`src/rtl/snes_controller_emulator.sv`:
```
// SNES gamepad responder: latches a 12-button frame on snes_latch and
// shifts it out active-low on snes_data, one bit per snes_pulse edge.
module snes_controller_emulator #(
  parameter int NUM_BITS       = 16,
  parameter int TIMEOUT_CYCLES = 4095
) (
  input  logic        sys_clk,
  input  logic        sys_reset_n,
  input  logic [11:0] buttons,
  input  logic        snes_latch,
  input  logic        snes_pulse,
  output logic        snes_data,
  output logic        busy,
  output logic        frame_done,
  output logic        frame_abort,
  output logic [7:0]  latch_count
);

  localparam int CW = $clog2(NUM_BITS + 1);
  localparam int TW = $clog2(TIMEOUT_CYCLES + 1);

  typedef enum logic [1:0] {
    S_IDLE,
    S_LATCHED,
    S_SHIFT
  } state_t;

  logic latch_s1_q, latch_s2_q, latch_h_q;
  logic pulse_s1_q, pulse_s2_q, pulse_h_q;

  state_t               state_q, state_d;
  logic [NUM_BITS-1:0]  shift_q, shift_d;
  logic [CW-1:0]        bit_cnt_q, bit_cnt_d;
  logic [TW-1:0]        tmo_q, tmo_d;
  logic [7:0]           latch_count_q, latch_count_d;
  logic                 frame_done_q, frame_done_d;
  logic                 frame_abort_q, frame_abort_d;

  logic                 latch_rise, latch_fall, pulse_rise;
  logic [NUM_BITS-1:0]  load_val;

  // Two-flop synchronizers plus history flops for edge detection
  always_ff @(posedge sys_clk or negedge sys_reset_n) begin
    if (!sys_reset_n) begin
      latch_s1_q <= 1'b0;
      latch_s2_q <= 1'b0;
      latch_h_q  <= 1'b0;
      pulse_s1_q <= 1'b0;
      pulse_s2_q <= 1'b0;
      pulse_h_q  <= 1'b0;
    end else begin
      latch_s1_q <= snes_latch;
      latch_s2_q <= latch_s1_q;
      latch_h_q  <= latch_s2_q;
      pulse_s1_q <= snes_pulse;
      pulse_s2_q <= pulse_s1_q;
      pulse_h_q  <= pulse_s2_q;
    end
  end

  assign latch_rise = latch_s2_q & ~latch_h_q;
  assign latch_fall = ~latch_s2_q & latch_h_q;
  assign pulse_rise = pulse_s2_q & ~pulse_h_q;

  // Frame image: inverted buttons, B at the MSB, padding bits idle high
  always_comb begin
    load_val = '1;
    load_val[NUM_BITS-1 -: 12] = ~buttons;
  end

  // Next-state, shift register and counter control
  always_comb begin
    state_d       = state_q;
    shift_d       = shift_q;
    bit_cnt_d     = bit_cnt_q;
    tmo_d         = tmo_q;
    latch_count_d = latch_count_q;
    frame_done_d  = 1'b0;
    frame_abort_d = 1'b0;
    unique case (state_q)
      S_IDLE: begin
        shift_d = '1;
        if (latch_rise) begin
          state_d       = S_LATCHED;
          shift_d       = load_val;
          latch_count_d = latch_count_q + 8'd1;
        end
      end
      S_LATCHED: begin
        if (latch_fall) begin
          state_d   = S_SHIFT;
          bit_cnt_d = '0;
          tmo_d     = '0;
        end else if (latch_s2_q) begin
          shift_d = load_val;
        end
      end
      S_SHIFT: begin
        if (latch_rise) begin
          state_d       = S_LATCHED;
          shift_d       = load_val;
          latch_count_d = latch_count_q + 8'd1;
          frame_abort_d = 1'b1;
        end else if (pulse_rise) begin
          shift_d   = {shift_q[NUM_BITS-2:0], 1'b1};
          bit_cnt_d = bit_cnt_q + CW'(1);
          tmo_d     = '0;
          if (bit_cnt_q == CW'(NUM_BITS - 1)) begin
            state_d      = S_IDLE;
            frame_done_d = 1'b1;
          end
        end else if (tmo_q == TW'(TIMEOUT_CYCLES)) begin
          state_d       = S_IDLE;
          shift_d       = '1;
          frame_abort_d = 1'b1;
        end else begin
          tmo_d = tmo_q + TW'(1);
        end
      end
      default: begin
        state_d = S_IDLE;
        shift_d = '1;
      end
    endcase
  end

  // State and datapath registers
  always_ff @(posedge sys_clk or negedge sys_reset_n) begin
    if (!sys_reset_n) begin
      state_q       <= S_IDLE;
      shift_q       <= '1;
      bit_cnt_q     <= '0;
      tmo_q         <= '0;
      latch_count_q <= '0;
      frame_done_q  <= 1'b0;
      frame_abort_q <= 1'b0;
    end else begin
      state_q       <= state_d;
      shift_q       <= shift_d;
      bit_cnt_q     <= bit_cnt_d;
      tmo_q         <= tmo_d;
      latch_count_q <= latch_count_d;
      frame_done_q  <= frame_done_d;
      frame_abort_q <= frame_abort_d;
    end
  end

  assign snes_data   = shift_q[NUM_BITS-1];
  assign busy        = (state_q == S_LATCHED) || (state_q == S_SHIFT);
  assign frame_done  = frame_done_q;
  assign frame_abort = frame_abort_q;
  assign latch_count = latch_count_q;

endmodule
```
`config.mk`:
```
export PLATFORM = sky130hd
export DESIGN_NAME = snes_controller_emulator
export DESIGN_NICKNAME = d
export VERILOG_FILES = /design/src/rtl/snes_controller_emulator.sv
export SDC_FILE = /design/constraint.sdc
export NUM_CORES = 1
export LEC_CHECK = 0
export BUFFER_PORTS_ARGS = -buffer_cell sky130_fd_sc_hd__buf_2
export CORE_UTILIZATION = 34
export DETAILED_ROUTE_END_ITERATION = 8
export GPL_ROUTABILITY_DRIVEN = 0
export HOLD_SLACK_MARGIN = 0.03
export PLACE_DENSITY = 0.55
export SYNTH_ARGS = -nofsm -noshare
export SYNTH_HDL_FRONTEND = slang
export SYNTH_SLANG_ARGS = --single-unit
```
`constraint.sdc`:
```
create_clock -name sys_clk -period 2.1 [get_ports sys_clk]
set_input_delay 0.105 -clock sys_clk [delete_from_list [all_inputs] [get_ports sys_clk]]
set_output_delay 0.105 -clock sys_clk [all_outputs]
set_load 0.05 [all_outputs]
```
==> impl_metrics.ini <==
[global_routing]
antenna_found_initial = 0
first_global_vias = 2078
grt_usage = 0.1525
grt_max_degree = 27
grt_pass1_wl_mm = 9.956
grt-ovfl-total = 0

[placement]
portBuffers = 27
dp_hpwl_mm = 4.042
placed_cell_area_mm2 = 0.002993

[worst_setup_path]
cp.required_ns = 2.30
start_kind = flip-flop
end_kind = flip-flop
critPathKind = flip-flop to flip-flop
cp.arrival_ns = 2.25
startpoint = bit_cnt_q[0]
critPathMaxFanout = 4
r2r_setup_slack_ns = 0.05
rr_worst_depth = 6
crit-reg2reg-launch = bit_cnt_q[0]
r2r_end = state_q[0]

[timing]
rsz0062_at_grt = true
worst_hold_slack_ns = 0.1857
fin_crit_sh = 0.9768
final.setup_skew_ns = 0.004565
finalMaxSlewViolations = 0
worst_pin_slew_ns = 0.5991
max_clock_freq_ghz = 0.4875
setup_violations = 0
hold_viol_final = 0
slew_headroom = 0.6006
finalCriticalPeriod_ns = 2.051

[floorplanning]
fp.dieArea_mm2 = 0.008140
row_count = 31
start_util = 0.3591
dieWidth_um = 90.22
dieHeight_um = 90.22
io_pins = 28
coreArea_mm2 = 0.007370

[job]
drv_cap = 0

[min_path]
hp-class = input port to flip-flop
min-delay-start = buttons[11]
whs_path_depth = 3
hold_path_end = shift_q[15]

[cells_and_area]
final_cell_area_mm2 = 0.003174
register_area_mm2 = 0.001191
multi_input_area_mm2 = 0.001365
fin_util = 0.4307
drive_gt1_frac = 0.3129
nets = 317
area_growth_pct = 19.95
nFillCells = 724
diodes = 0

[cts]
cts_buffers = 5
path_clk_slew_ns = 0.09
cts-root-buf = clkbuf_8
cts_max_level = 2
cts_tree = done
clock_latency_ns = 0.31
clkSinkCount = 47
clock_tree.buffer_depth = 2

[detailed_routing]
antenna_left = 0
via_per_inst = 5.290
firstDrtPassIters = 4
totalWireLength_mm = 5.817
wire_per_inst_um = 14.80
drc_errors = 0
dr_total_vias = 2079
drt_iter0_drc = 66

[synth]
synthesis.instances = 251
synth_area_per_cell_um2 = 10.54
yosysTopAreaCell = dfrtp_1
seq_area_frac_synth = 0.4501
synth_nets = 275
synth_top_cells_by_count = dfrtp_1 (35), o21ai_0 (23), dfstp_2 (12)
yosys-top-cells-area = dfrtp_1 (33%), dfstp_2 (12%), mux2_4 (5.7%)
yosysMostFrequentCell = dfrtp_1
async_flop_share = 1.000
yosys_warnings = 0
yosys.area.top_type_share = 0.3310
syn-cell-area_mm2 = 0.002646
synth-edff-count = 0
synth_flop_cell = dfrtp_1
ys_types = 52
ys_ff_latch = 47

[power_and_ir_drop]
p_leak_nw = 1.361
power.density_mw_per_mm2 = 1302
ir_drop_v = 0.0006972

[outcome]
outcome = complete, no violations
area by class of cell:
type	instances	share of cell area
inverters	11	0.01301
repair buffers	51	0.1056
clock buffers	6	0.02602
clock inverters	2	0.01104
flip-flops and latches	47	0.3752
multi-input cells	177	0.4300
well taps	99	0.03902
layout by cell type (no fill, tap or decap), drive strengths merged, types with 2 or more instances in the layout:
cell          n
dlygate4sd3   3
o31a         11
dfstp        12
clkbuf        6
mux2         15
o22ai         2
nor2b         3
nand2        11
a2bb2oi      11
mux2i         3
nor3          8
inv          11
nand4         6
a22o          5
dfrtp        35
o211ai        7
nand3b        2
xnor2         5
a21oi         8
buf          48
nand3        11
nor4          2
or3           2
nor2          9
o21ai        24
xor2          2
nand2b        4
ha            8
and3          2
cell families after synthesis:
kind of cell,count (synthesis),synth area share
AOI/OAI and AO/OA,78,0.2095
xor gates and xnor gates,7,0.02317
adders and majority gates,8,0.03783
buffers and inverters,27,0.04397
DFF,47,0.4501
muxes,18,0.08936
and+or+nand+nor,66,0.1461
per-stage QoR:
stage               instances  setup TNS (ns)  total power, mW  worst slack (ns)
CTS                       392               0            4.123           0.02015
global route              393       -0.009333            4.417         -0.009333
finish                    393               0            4.132           0.04882
detailed placement        381               0            3.408           0.02359
global placement          381               0            3.394           0.05559
floorplan                 251               0            2.926            0.1086
worst max-delay path: stages (launching register included):
cell and delay, ns:
dfrtp_1 0.41, ha_2 0.20, and3_1 0.18, ha_1 0.18
or4b_1 0.54, o221ai_2 0.10, mux2_1 0.34
per-layer routing:
metal  track usage  part of all wire  wire length (um)
met2        0.2385              0.46              2648
met1        0.2077              0.49              2856
met4       0.05914             0.018               103
met5             0                 0                 0
met3       0.02961             0.036               208
worst max path at each step:
stage | to | slack (ns)
final | state_q[0] | 0.05
after global routing | latch_count[1] | -0.009
after CTS | state_q[0] | 0.02
after detailed placement | state_q[0] | 0.02
after global placement | state_q[0] | 0.06
after floorplan | state_q[0] | 0.11
timing repair:
action                                  4_1_cts  5_1_grt
endpoints found under the hold margin        19        0
hold buffers                                  3        0
endpoints found under the setup margin        0       13
setup buffers                                 0        1
gates resized for setup                       0        6
where the power goes:
part | internal (mW) | switching [mW] | total (mW)
Clock | 0.385 | 0.310 | 0.696
Combinational | 0.969 | 1.09 | 2.06
Sequential | 1.21 | 0.161 | 1.38
sequential cells by signal (all words and copies together) (netlist names):
signal       count
latch_h_q        1
pulse_h_q        1
latch_s1_q       1
pulse_s2_q       1
latch_count      8
state_q          2
bit_cnt_q        5
tmo_q           12
frame_done       1
frame_abort      1
latch_s2_q       1
shift_q         12
pulse_s1_q       1
Power figures use the tool's default switching activity.
